--- src/rtl/traffic_phase_scheduler_pkg.sv ---
// Shared types and constants for the traffic phase scheduler.
package traffic_pkg;

   // Phase codes; 3'd7 is unused and recovers to PH_NSG.
   typedef enum logic [2:0] {
      PH_NSG  = 3'd0,
      PH_NSY  = 3'd1,
      PH_ARN  = 3'd2,
      PH_EWG  = 3'd3,
      PH_EWY  = 3'd4,
      PH_ARE  = 3'd5,
      PH_WALK = 3'd6
   } phase_t;

   // Lamp buses are {red, yellow, green}, one-hot.
   localparam logic [2:0] LAMP_RED = 3'b100;
   localparam logic [2:0] LAMP_YEL = 3'b010;
   localparam logic [2:0] LAMP_GRN = 3'b001;

   // Road last served before a WALK phase.
   localparam logic DIR_NS = 1'b0;
   localparam logic DIR_EW = 1'b1;

endpackage

--- src/rtl/traffic_phase_scheduler_if.sv ---
// Sensor/button inputs and lamp/status outputs of the scheduler.
interface traffic_phase_scheduler_if;
   logic       ns_car;
   logic       ew_car;
   logic       ped_req;
   logic [2:0] nsl;
   logic [2:0] ewl;
   logic       walk;
   logic       ped_ack;
   logic [2:0] phase;

   modport master (
      output ns_car, ew_car, ped_req,
      input  nsl, ewl, walk, ped_ack, phase
   );

   modport slave (
      input  ns_car, ew_car, ped_req,
      output nsl, ewl, walk, ped_ack, phase
   );
endinterface

--- src/rtl/traffic_phase_scheduler_phase_timer.sv ---
// Cycle counter for the current phase: clears on request, saturates at SAT.
module phase_timer #(
   parameter int               WIDTH = 4,
   parameter logic [WIDTH-1:0] SAT   = '1
) (
   input  logic             clk_i,
   input  logic             rst_i,
   input  logic             clear_i,
   input  logic             enable_i,
   output logic [WIDTH-1:0] count_o
);

   logic [WIDTH-1:0] count_q;

   // Count up while enabled, hold at SAT, restart from zero on clear.
   always_ff @(posedge clk_i or posedge rst_i) begin
      if (rst_i) begin
         count_q <= '0;
      end else if (clear_i) begin
         count_q <= '0;
      end else if (enable_i && (count_q != SAT)) begin
         count_q <= count_q + WIDTH'(1);
      end
   end

   assign count_o = count_q;

endmodule

--- src/rtl/traffic_phase_scheduler.sv ---
// Demand-driven phase sequencer for a two-road intersection with a WALK phase.
module traffic_phase_scheduler
   import traffic_pkg::*;
#(
   parameter int GREEN_MIN = 5,
   parameter int GREEN_MAX = 12,
   parameter int YELLOW_T  = 2,
   parameter int ALLRED_T  = 1,
   parameter int WALK_T    = 4
) (
   input  logic                       clk,
   input  logic                       reset,
   traffic_phase_scheduler_if.slave   bus
);

   localparam int TW = $clog2(GREEN_MAX + 1);

   // Last timer value of each phase (a phase of N cycles exits at N-1).
   localparam logic [TW-1:0] T_GMIN = TW'(GREEN_MIN - 1);
   localparam logic [TW-1:0] T_GMAX = TW'(GREEN_MAX - 1);
   localparam logic [TW-1:0] T_YEL  = TW'(YELLOW_T - 1);
   localparam logic [TW-1:0] T_AR   = TW'(ALLRED_T - 1);
   localparam logic [TW-1:0] T_WALK = TW'(WALK_T - 1);

   phase_t          phase_q, phase_d;
   logic [TW-1:0]   timer;
   logic            ped_pend_q, ped_pend_d;
   logic            last_dir_q, last_dir_d;
   logic [2:0]      nsl_q, ewl_q;
   logic            walk_q, ped_ack_q;
   logic            phase_chg, enter_walk;
   logic            ns_exit, ew_exit;

   // Packs {nsl, ewl} for a phase; everything not explicitly green/yellow is red.
   function automatic logic [5:0] lamps(phase_t p);
      case (p)
         PH_NSG:  lamps = {LAMP_GRN, LAMP_RED};
         PH_NSY:  lamps = {LAMP_YEL, LAMP_RED};
         PH_EWG:  lamps = {LAMP_RED, LAMP_GRN};
         PH_EWY:  lamps = {LAMP_RED, LAMP_YEL};
         default: lamps = {LAMP_RED, LAMP_RED};
      endcase
   endfunction

   phase_timer #(
      .WIDTH (TW),
      .SAT   (T_GMAX)
   ) u_timer (
      .clk_i    (clk),
      .rst_i    (reset),
      .clear_i  (phase_chg),
      .enable_i (1'b1),
      .count_o  (timer)
   );

   // A green yields once its minimum is served and there is conflicting demand,
   // either because its own road went quiet or because the maximum expired.
   assign ns_exit = (timer >= T_GMIN)
                  && (bus.ew_car || ped_pend_q || bus.ped_req)
                  && (!bus.ns_car || (timer == T_GMAX));
   assign ew_exit = (timer >= T_GMIN)
                  && (bus.ns_car || ped_pend_q || bus.ped_req)
                  && (!bus.ew_car || (timer == T_GMAX));

   // Next-phase selection and the road-served memory used to leave WALK.
   always_comb begin
      phase_d    = phase_q;
      last_dir_d = last_dir_q;
      case (phase_q)
         PH_NSG:  if (ns_exit) phase_d = PH_NSY;
         PH_NSY:  if (timer == T_YEL) phase_d = PH_ARN;
         PH_ARN:  if (timer == T_AR) begin
                     phase_d    = ped_pend_q ? PH_WALK : PH_EWG;
                     last_dir_d = DIR_NS;
                  end
         PH_EWG:  if (ew_exit) phase_d = PH_EWY;
         PH_EWY:  if (timer == T_YEL) phase_d = PH_ARE;
         PH_ARE:  if (timer == T_AR) begin
                     phase_d    = ped_pend_q ? PH_WALK : PH_NSG;
                     last_dir_d = DIR_EW;
                  end
         PH_WALK: if (timer == T_WALK) phase_d = (last_dir_q == DIR_NS) ? PH_EWG : PH_NSG;
         default: phase_d = PH_NSG;
      endcase
   end

   assign phase_chg  = (phase_d != phase_q);
   assign enter_walk = (phase_d == PH_WALK) && (phase_q != PH_WALK);
   // A request arriving on the WALK entry cycle is served by that WALK.
   assign ped_pend_d = (ped_pend_q || bus.ped_req) && !enter_walk;

   // Phase register with lamp and acknowledge outputs decoded ahead of the edge.
   always_ff @(posedge clk or posedge reset) begin
      if (reset) begin
         phase_q    <= PH_NSG;
         ped_pend_q <= 1'b0;
         last_dir_q <= DIR_NS;
         nsl_q      <= LAMP_GRN;
         ewl_q      <= LAMP_RED;
         walk_q     <= 1'b0;
         ped_ack_q  <= 1'b0;
      end else begin
         phase_q        <= phase_d;
         ped_pend_q     <= ped_pend_d;
         last_dir_q     <= last_dir_d;
         {nsl_q, ewl_q} <= lamps(phase_d);
         walk_q         <= (phase_d == PH_WALK);
         ped_ack_q      <= enter_walk;
      end
   end

   assign bus.phase   = phase_q;
   assign bus.nsl     = nsl_q;
   assign bus.ewl     = ewl_q;
   assign bus.walk    = walk_q;
   assign bus.ped_ack = ped_ack_q;

endmodule

--- src/flat_wrapper.sv ---
// flat-port wrapper written by rule: the top's interface ports become plain ports
module traffic_phase_scheduler_flat import traffic_pkg::*;
#(
   parameter int GREEN_MIN = 5,
   parameter int GREEN_MAX = 12,
   parameter int YELLOW_T  = 2,
   parameter int ALLRED_T  = 1,
   parameter int WALK_T    = 4
)
  (clk, reset, bus_ns_car, bus_ew_car, bus_ped_req, bus_nsl, bus_ewl, bus_walk, bus_ped_ack, bus_phase);
  traffic_phase_scheduler_if bus_i ();
  input  logic clk;
  input  logic reset;
  input wire logic [$bits(bus_i.ns_car)-1:0] bus_ns_car;
  input wire logic [$bits(bus_i.ew_car)-1:0] bus_ew_car;
  input wire logic [$bits(bus_i.ped_req)-1:0] bus_ped_req;
  output wire logic [$bits(bus_i.nsl)-1:0] bus_nsl;
  output wire logic [$bits(bus_i.ewl)-1:0] bus_ewl;
  output wire logic [$bits(bus_i.walk)-1:0] bus_walk;
  output wire logic [$bits(bus_i.ped_ack)-1:0] bus_ped_ack;
  output wire logic [$bits(bus_i.phase)-1:0] bus_phase;
  assign bus_i.ns_car = bus_ns_car;
  assign bus_i.ew_car = bus_ew_car;
  assign bus_i.ped_req = bus_ped_req;
  assign bus_nsl = bus_i.nsl;
  assign bus_ewl = bus_i.ewl;
  assign bus_walk = bus_i.walk;
  assign bus_ped_ack = bus_i.ped_ack;
  assign bus_phase = bus_i.phase;
  traffic_phase_scheduler #(.GREEN_MIN(GREEN_MIN), .GREEN_MAX(GREEN_MAX), .YELLOW_T(YELLOW_T), .ALLRED_T(ALLRED_T), .WALK_T(WALK_T)) u_core (.clk(clk), .reset(reset), .bus(bus_i));
endmodule
--- config.mk ---
export PLATFORM = sky130hd
export DESIGN_NAME = traffic_phase_scheduler_flat
export DESIGN_NICKNAME = d
export VERILOG_FILES = /design/src/rtl/traffic_phase_scheduler_pkg.sv /design/src/rtl/traffic_phase_scheduler_if.sv /design/src/rtl/traffic_phase_scheduler_phase_timer.sv /design/src/rtl/traffic_phase_scheduler.sv /design/src/flat_wrapper.sv
export SDC_FILE = /design/constraint.sdc
export NUM_CORES = 1
export LEC_CHECK = 0
export ABC_AREA = 1
export ABC_CLOCK_PERIOD_IN_PS = 2290
export CORE_UTILIZATION = 45
export DETAILED_ROUTE_END_ITERATION = 10
export PLACE_DENSITY = 0.69
export SYNTH_ARGS = -nofsm -noshare
export SYNTH_HDL_FRONTEND = slang
export SYNTH_SLANG_ARGS = --single-unit
export TNS_END_PERCENT = 30
--- constraint.sdc ---
create_clock -name clk -period 2.29 [get_ports clk]
set_clock_uncertainty 0.15 [all_clocks]
set_input_delay 0.458 -clock clk [delete_from_list [all_inputs] [get_ports clk]]
set_output_delay 0.458 -clock clk [all_outputs]
set_load 0.005 [all_outputs]
==> flow_metrics.tcl, run 1 <==
set metrics [dict create \
    run_status "complete, no violations" \
    critPathMaxFanout 5 \
    postRouteAntennaNets 0 \
    crit_required_ns 2.33 \
    netlist_area_um2 994.7 \
    nets 156 \
    grt_usage_pct 19.15 \
    cts-htree-levels 1 \
    finalSetupViolCount 0 \
    fmax_mhz 507.9 \
    yosys.area_share.adder_pct 3.774 \
    crit_slowest_cell "dfrtp_1" \
    clk_pin_slew_ns 0.10 \
    grt-ovfl-total 0 \
    worstSetupPathType "flop to flop" \
    root_buffer "clkbuf_4" \
    drt-initial-drc-count 22 \
    synth.most_common_cell "nand2_1" \
    grt_max_degree 18 \
    cp.arrival_ns 2.01 \
    cts_resized 0 \
    cp_cell_sequence "ha_1, nand2_1, nor2_2, nor2_1, nor2_2, nor2_1, nor2_4, nand2_4, inv_2, nand4_1, nand2_1, inv_1" \
    end_kind "flop" \
    fp.dieW_um 49.02 \
    power_mw 1.441 \
    vdd_drop_max_mv 0.7776 \
    synth_common_cells "nand2_1, inv_1, nor2_1, dfrtp_1, nand3_1" \
    drive_gt1_share_pct 14.29 \
    initial_core_util_pct 49.20 \
    crit_path_start_kind "flop" \
    crit_start "u_core.u_timer.count_o[0]$_DFFE_PP0P_" \
    synth_compound_area_share_pct 5.660 \
    p_clk_share_pct 11.0 \
    hold_slack_ns 0.3887 \
    synth_edf_count 0 \
    grt_pass1_vias 809 \
    vias_per_cell 4.943 \
    placeableCoreArea_mm2 0.002022 \
    p_per_area_mw_per_mm2 1195 \
    wire_per_inst_um 11.68 \
    synth_cell_types 23 \
    cap_violations 0 \
    grt_pass1_wl_um 3532 \
    seq_power_share_pct 34.1 \
    cts_buffers 3 \
    p_sw_mw 0.6268 \
    first_pass_iters 4 \
    ys_seq_elements 17 \
    min_path_type "primary input to async pin" \
    routed_wl_um 2033 \
    fin_setup_tns_ns 0 \
    ys.warnings.count 0 \
    synth-simple-area-share_pct 37.48 \
    max_stage_delay_ns 0.42 \
    ys.flop_type "dfrtp_1" \
    slew_headroom_pct 58.01 \
    detailed_place_hpwl_um 1615 \
    postCtsSetupBuffers 0 \
    antenna_cells 0 \
    synthCells 128 \
    ys_async_sr_fraction_pct 100.0 \
    period_needed_ns 1.969 \
    placed_area_mm2 0.001179 \
    cts.hold.buffers_added 0 \
    p_sw_share_pct 43.49 \
    io_pins 16 \
    yosys.area.top_type "dfrtp_1" \
    setup_ws_ns 0.3213 \
    io_buffers 15 \
    routed-via-count 860 \
    cts_tree "built" \
    drc 0 \
    synthMuxAreaShare_pct 0 \
    rows 16 \
    synth_xor_area_share_pct 1.761 \
    design_area_mm2 0.001206 \
    fin_crit_sh_pct 85.97 \
    combPwrFrac_pct 54.9 \
    clock_path_buffers 2 \
    die_h_um 49.02 \
    synth_nets 136 \
    rsz0062_at_grt "false" \
    cts_sinks 17 \
    reg2reg_from "u_core.u_timer.count_o[0]$_DFFE_PP0P_" \
    cellInternalPower_mw 0.8145 \
    slew_viol_final 0 \
    die_area_mm2 0.002402 \
    finalHoldViolCount 0 \
    synthTopCellsByArea "dfrtp_1, nand2_1, inv_1" \
    clk_latency_ns 0.29 \
    synth.avg_cell_area_um2 7.771 \
    syn_to_final_growth_pct 21.26 \
    synth_top_cell_area_share_pct 37.74 \
    worst_pin_slew_ns 0.6291 \
    synth_top_family_by_area "simple AND/OR/NAND/NOR gates" \
    preCtsSetupSlack_ns 0.1470 \
    place.gp.congestion 0.9271 \
    power_leakage_nw 0.6148 \
    antenna_found_initial 0 \
    ys_seq_area_share_pct 43.02 \
]
==> flip-flops by register name (all words and copies together) (netlist names) <==
name and flops:
u_core.bus.nsl 3, u_core.bus.ped_ack 1, u_core.last_dir_q 1, u_core.bus.ewl 3, u_core.bus.walk 1, u_core.bus.phase 3
u_core.u_timer.count_o 4, u_core.ped_pend_q 1
==> logic make-up (layout without fill, tap and decap cells) <==
family          Yosys count  after routing
simple gates             74             74
buf+inv                  22             41
flops                    17             17
compound gates           10             10
fa+ha+maj                 3              3
xor+xnor                  2              2
==> cell usage in the layout (no fill, tap or decap), drive strengths merged <==
cell,synthesis,routed
o21ai,7,7
clkbuf,0,3
ha,3,3
dfrtp,15,15
xor2,2,2
clkdlybuf4s50,0,15
nor3,2,2
dfstp,2,2
nand4,3,3
nand3,14,14
o21a,1,1
inv,22,22
nor2,24,24
nand2,30,30
clkinv,0,1
nor2b,1,1
a21oi,2,2
==> final cells by class <==
cell class	count	area, µm²
Fill cell	186	815.8
Multi-Input combinational cell	89	484.2
Sequential cell	17	427.9
Timing Repair Buffer	15	150.1
Inverter	22	82.58
Tap cell	27	33.78
Clock buffer	3	22.52
Clock inverter	1	5.005
==> routing by layer <==
metal	part of all wire [%]	wire (µm)	global-route usage (%)	up-vias
li1	-	-	-	438
met1	51	1039	28.00	395
met2	44	895	28.47	25
met3	4.1	83	3.738	2
met4	0.69	14	5.882	0
met5	0	0	0	-
==> through the flow <==
step           util (%)  cells
2_1_floorplan         -    128
3_3_place_gp      58.29    170
3_5_place_dp      58.29    170
4_1_cts           59.65    174
5_1_grt           59.65    174
6_report          59.65    174
==> path summary, 6_finish.rpt <==
path | slack, ns | endpoint | depth (start not counted)
min | 0.39 | u_core.u_timer.count_o[1]$_DFFE_PP0P_ | 2
max in group asynchronous | 1.19 | u_core.bus.phase[1]$_DFF_PP0_ | 2
min reg2reg | 0.41 | u_core.last_dir_q$_DFFE_PP0P_ | 2
min in group clk | 0.41 | u_core.last_dir_q$_DFFE_PP0P_ | 2
max | 0.32 | u_core.ped_pend_q$_DFF_PP0_ | 12
max reg2reg | 0.32 | u_core.ped_pend_q$_DFF_PP0_ | 12
==> power groups by stage <==
stage,Sequential (mW),Clock [mW],Combinational (mW)
floorplan,0.492,0,0.503
global placement,0.496,0,0.784
detailed placement,0.497,0,0.787
CTS,0.491,0.164,0.795
global route,0.505,0.175,0.881
finish,0.492,0.158,0.791
==> critical path, delay by kind of cell (launching register included) <==
family / cells / cell delay, ns
flops: 1 / 0.42
simple gates: 9 / 0.92
fa+ha+maj: 1 / 0.26
buf+inv: 2 / 0.13
Power figures use the tool's default switching activity.
==> inputs of run 2 (changes only) <==
--- a/config.mk
+++ b/config.mk
@@ -7,6 +7,7 @@
 export LEC_CHECK = 0
 export ABC_AREA = 1
 export ABC_CLOCK_PERIOD_IN_PS = 2290
+export CORE_MARGIN = 4
 export CORE_UTILIZATION = 45
 export DETAILED_ROUTE_END_ITERATION = 10
 export PLACE_DENSITY = 0.69
==> flow_metrics.tcl, run 2 (synthesis gave the netlist of run 1 again) <==
set metrics [dict create \
    postRouteAntennaNets 0 \
    cts_sinks 17 \
    io_buffers 15 \
    fin_setup_tns_ns 0 \
    io_pins 16 \
    cap_violations 0 \
    clk_latency_ns 0.29 \
    end_kind "flop" \
    grt_max_degree 18 \
    clk_pin_slew_ns 0.10 \
    root_buffer "clkbuf_4" \
    preCtsSetupSlack_ns 0.1272 \
    nFillCells 194 \
    antenna_cells 0 \
    slew_viol_final 0 \
    die_h_um 55.02 \
    utilization_pct 59.65 \
    cts_buffers 3 \
    p_per_area_mw_per_mm2 1201 \
    min_path_type "primary input to async pin" \
    cts.hold.buffers_added 0 \
    fmax_mhz 506.5 \
    cts_resized 0 \
    worstSetupPathType "flop to flop" \
    rows 16 \
    power_mw 1.449 \
    cp.arrival_ns 2.01 \
    critPathMaxFanout 5 \
    grt_usage_pct 17.57 \
    vias_per_cell 5.075 \
    placeableCoreArea_mm2 0.002022 \
    setup_ws_ns 0.3156 \
    max_stage_delay_ns 0.42 \
    routed_wl_um 2215 \
    rsz0062_at_grt "false" \
    finalSetupViolCount 0 \
    crit_path_start_kind "flop" \
    drc 0 \
    power_leakage_nw 0.6148 \
    syn_to_final_growth_pct 21.26 \
    cts_tree "built" \
    finalHoldViolCount 0 \
    slew_headroom_pct 57.31 \
    antenna_found_initial 0 \
    routed-via-count 883 \
    grt_pass1_vias 881 \
    worst_pin_slew_ns 0.6396 \
    grt_pass1_wl_um 3801 \
    crit_required_ns 2.33 \
    cts-htree-levels 1 \
    largest_reg_flops 4 \
    fp.dieW_um 55.02 \
    wire_per_inst_um 12.73 \
    postCtsSetupBuffers 0 \
    die_area_mm2 0.003027 \
    final_cell_mix "nand2_1, inv_1, nor2_1" \
    vdd_drop_max_mv 0.7685 \
    first_pass_iters 4 \
    period_needed_ns 1.974 \
    fin_crit_sh_pct 86.22 \
    drive_gt1_share_pct 14.29 \
    drt-initial-drc-count 19 \
    nets 156 \
    detailed_place_hpwl_um 1789 \
    grt-ovfl-total 0 \
    initial_core_util_pct 49.20 \
    run_status "complete, no violations" \
    clock_path_buffers 2 \
    hold_slack_ns 0.3879 \
    place.gp.congestion 0.8421 \
    cp_cell_sequence "ha_1, nand2_1, nor2_2, nor2_1, nor2_2, nor2_1, nor2_4, nand2_4, inv_2, nand4_1, nand2_1, inv_1" \
    final_common_cell "nand2_1" \
    crit_slowest_cell "dfrtp_1" \
]
[run 2: cell counts in the layout (fill, tap and decap cells not counted)]
Identical to the previous run, type by type.
[run 2: report_power, final]
group          internal, mW  total (mW)  switching [mW]  leakage (nW)
Clock                0.0649       0.159          0.0942        0.0177
Combinational         0.331       0.794           0.463         0.381
Sequential            0.418       0.495          0.0771         0.216
[run 2: metrics by stage]
step	cell area [µm²]	instances
2_1_floorplan	994.7	128
3_3_place_gp	1179	170
3_5_place_dp	1179	170
4_1_cts	1206	174
5_1_grt	1206	174
6_report	1206	174
[run 2: final timing paths]
check	depth (start not counted)	startpoint	slack, ns	endpoint
setup / recovery	12	u_core.u_timer.count_o[0]$_DFFE_PP0P_	0.32	u_core.ped_pend_q$_DFF_PP0_
hold / removal	2	reset	0.39	u_core.bus.ewl[1]$_DFF_PP0_
setup reg to reg	12	u_core.u_timer.count_o[0]$_DFFE_PP0P_	0.32	u_core.ped_pend_q$_DFF_PP0_
hold reg to reg	2	u_core.last_dir_q$_DFFE_PP0P_	0.42	u_core.last_dir_q$_DFFE_PP0P_
max in group asynchronous	2	reset	1.19	u_core.ped_pend_q$_DFF_PP0_
min in group clk	2	u_core.last_dir_q$_DFFE_PP0P_	0.42	u_core.last_dir_q$_DFFE_PP0P_
[run 2: layout make-up]
class / instances / area [µm²] / share of cell area (%)
inverters: 22 / 82.58 / 6.846
repair buffers: 15 / 150.1 / 12.45
clock buffers: 3 / 22.52 / 1.867
clock inverters: 1 / 5.005 / 0.4149
flip-flops and latches: 17 / 427.9 / 35.48
multi-input cells: 89 / 484.2 / 40.15
well taps: 27 / 33.78 / 2.801
[run 2: critical path, delay by kind of cell (launching register included)]
| family | cells | cell delay [ns] |
|---|---|---|
| fa+ha+maj | 1 | 0.25 |
| buf+inv | 2 | 0.14 |
| flops | 1 | 0.42 |
| simple gates | 9 | 0.92 |
[run 2: metal layers]
layer	wire, µm	GRT usage, %	part of all wire, %
met4	9	6.073	0.41
met5	0	0	0
met2	1068	28.15	48
met3	105	3.217	4.7
met1	1031	23.74	47
==> inputs of run 3 (changes only) <==
--- a/config.mk
+++ b/config.mk
@@ -8,9 +8,8 @@
 export ABC_AREA = 1
 export ABC_CLOCK_PERIOD_IN_PS = 2290
 export CORE_MARGIN = 4
-export CORE_UTILIZATION = 45
+export CORE_UTILIZATION = 40
 export DETAILED_ROUTE_END_ITERATION = 10
-export PLACE_DENSITY = 0.69
 export SYNTH_ARGS = -nofsm -noshare
 export SYNTH_HDL_FRONTEND = slang
 export SYNTH_SLANG_ARGS = --single-unit
==> flow_metrics.tcl, run 3 (synthesis gave the netlist of run 1 again) <==
set metrics [dict create \
    fp.dieW_um 57.87 \
    grt_pass1_wl_um 3857 \
    worst_path_most_repeated_cell "nand2_1" \
    finalHoldViolCount 0 \
    min_path_type "primary input to async pin" \
    end_kind "flop" \
    vias_per_cell 4.938 \
    clk_latency_ns 0.28 \
    io_pins 16 \
    place.gp.congestion 0.9044 \
    fmax_mhz 503.6 \
    critPathMaxFanout 5 \
    max_stage_delay_ns 0.43 \
    run_status "complete, no violations" \
    worst_pin_slew_ns 0.6176 \
    wire_per_inst_um 12.31 \
    io_buffers 15 \
    r2r-end "u_core.ped_pend_q$_DFF_PP0_" \
    cts_tree "built" \
    grt_max_degree 18 \
    slew_viol_final 0 \
    cts_resized 0 \
    detailed_place_hpwl_um 1735 \
    clk_pin_slew_ns 0.10 \
    p_per_area_mw_per_mm2 1188 \
    routed-via-count 869 \
    drive_gt1_share_pct 14.86 \
    hold_slack_ns 0.3850 \
    crit_slowest_cell "dfrtp_1" \
    vdd_drop_max_mv 0.8328 \
    worstSetupPathType "flop to flop" \
    critPathCapture "u_core.ped_pend_q$_DFF_PP0_" \
    antenna_cells 0 \
    clock_path_buffers 2 \
    postCtsSetupBuffers 0 \
    cts_sinks 17 \
    power_leakage_nw 0.6202 \
    power_mw 1.443 \
    initial_core_util_pct 43.30 \
    placed_area_mm2 0.001187 \
    rsz0062_at_grt "false" \
    grt_pass1_vias 863 \
    reg2reg_slack_ns 0.30 \
    first_pass_iters 4 \
    crit_required_ns 2.33 \
    drt-initial-drc-count 31 \
    cts-htree-levels 1 \
    rr_worst_depth 11 \
    final_common_cell "nand2_1" \
    drc 0 \
    placeableCoreArea_mm2 0.002297 \
    postRouteAntennaNets 0 \
    critPathBufInv 3 \
    routed_wl_um 2167 \
    cap_violations 0 \
    antenna_found_initial 0 \
    final_cell_mix "nand2_1, inv_1, nor2_1" \
    crit_cells 11 \
    design_area_mm2 0.001215 \
    fin_crit_sh_pct 86.72 \
    cts.hold.buffers_added 0 \
    crit_start "u_core.u_timer.count_o[0]$_DFFE_PP0P_" \
    fin_setup_tns_ns 0 \
    crit_path_start_kind "flop" \
    cp_cell_sequence "inv_1, ha_1, nand2_1, nand2_1, nand3_1, nor2_1, nand2_4, inv_2, nand4_1, nand2_1, inv_1" \
    cp.arrival_ns 2.03 \
    die_h_um 57.87 \
    cts_buffers 3 \
    die_area_mm2 0.003348 \
    root_buffer "clkbuf_4" \
    grt-ovfl-total 0 \
    rows 17 \
    period_needed_ns 1.986 \
    syn_to_final_growth_pct 22.14 \
    utilization_pct 52.89 \
    nets 157 \
    finalSetupViolCount 0 \
    slew_headroom_pct 58.78 \
    path_delay_family "simple AND/OR/NAND/NOR gates" \
    grt_usage_pct 14.76 \
    largest_reg_flops 4 \
    reg2reg_from "u_core.u_timer.count_o[0]$_DFFE_PP0P_" \
]
-- run 3: changes by cell type in the layout (fill, tap and decap cells not counted), sizes merged --
cell	delta
buf	+1
-- run 3: worst min path at each step --
stage               slack, ns                                     to  depth (start not counted)
floorplan                0.23            u_core.bus.ewl[0]$_DFF_PP0_                          1
global placement         0.38          u_core.last_dir_q$_DFFE_PP0P_                          2
detailed placement       0.38          u_core.last_dir_q$_DFFE_PP0P_                          2
CTS                      0.40          u_core.last_dir_q$_DFFE_PP0P_                          2
global route             0.44          u_core.last_dir_q$_DFFE_PP0P_                          2
finish                   0.39  u_core.u_timer.count_o[3]$_DFFE_PP0P_                          2
-- run 3: area by class of cell --
| type | instances | area (µm²) |
|---|---|---|
| timing repair buffer | 16 | 157.7 |
| tap | 28 | 35.03 |
| inverter | 22 | 82.58 |
| sequential | 17 | 427.9 |
| clock inverter | 1 | 5.005 |
| multi-input combinational | 89 | 484.2 |
| clock buffer | 3 | 22.52 |
| fill | 217 | 1082 |
-- run 3: per-stage QoR --
stage / setup slack [ns] / std cells
floorplan: 0.5553 / 128
global placement: 0.1124 / 172
detailed placement: 0.1027 / 172
CTS: 0.2830 / 176
global route: 0.1165 / 176
finish: 0.3041 / 176
-- run 3: where the power goes --
group	total [mW]	switching (mW)	internal (mW)
registers	0.491	0.0726	0.418
clock network	0.156	0.0911	0.0648
logic	0.796	0.463	0.333
total	1.44	0.626	0.816
-- run 3: layer usage --
metal  up-vias  track usage, %  part of all wire, %
met2        28           22.90                   45
met1       400           19.28                   46
met3         2           4.677                  7.5
met4         0           5.298                 0.78
li1        439               -                    -
met5         -               0                    0
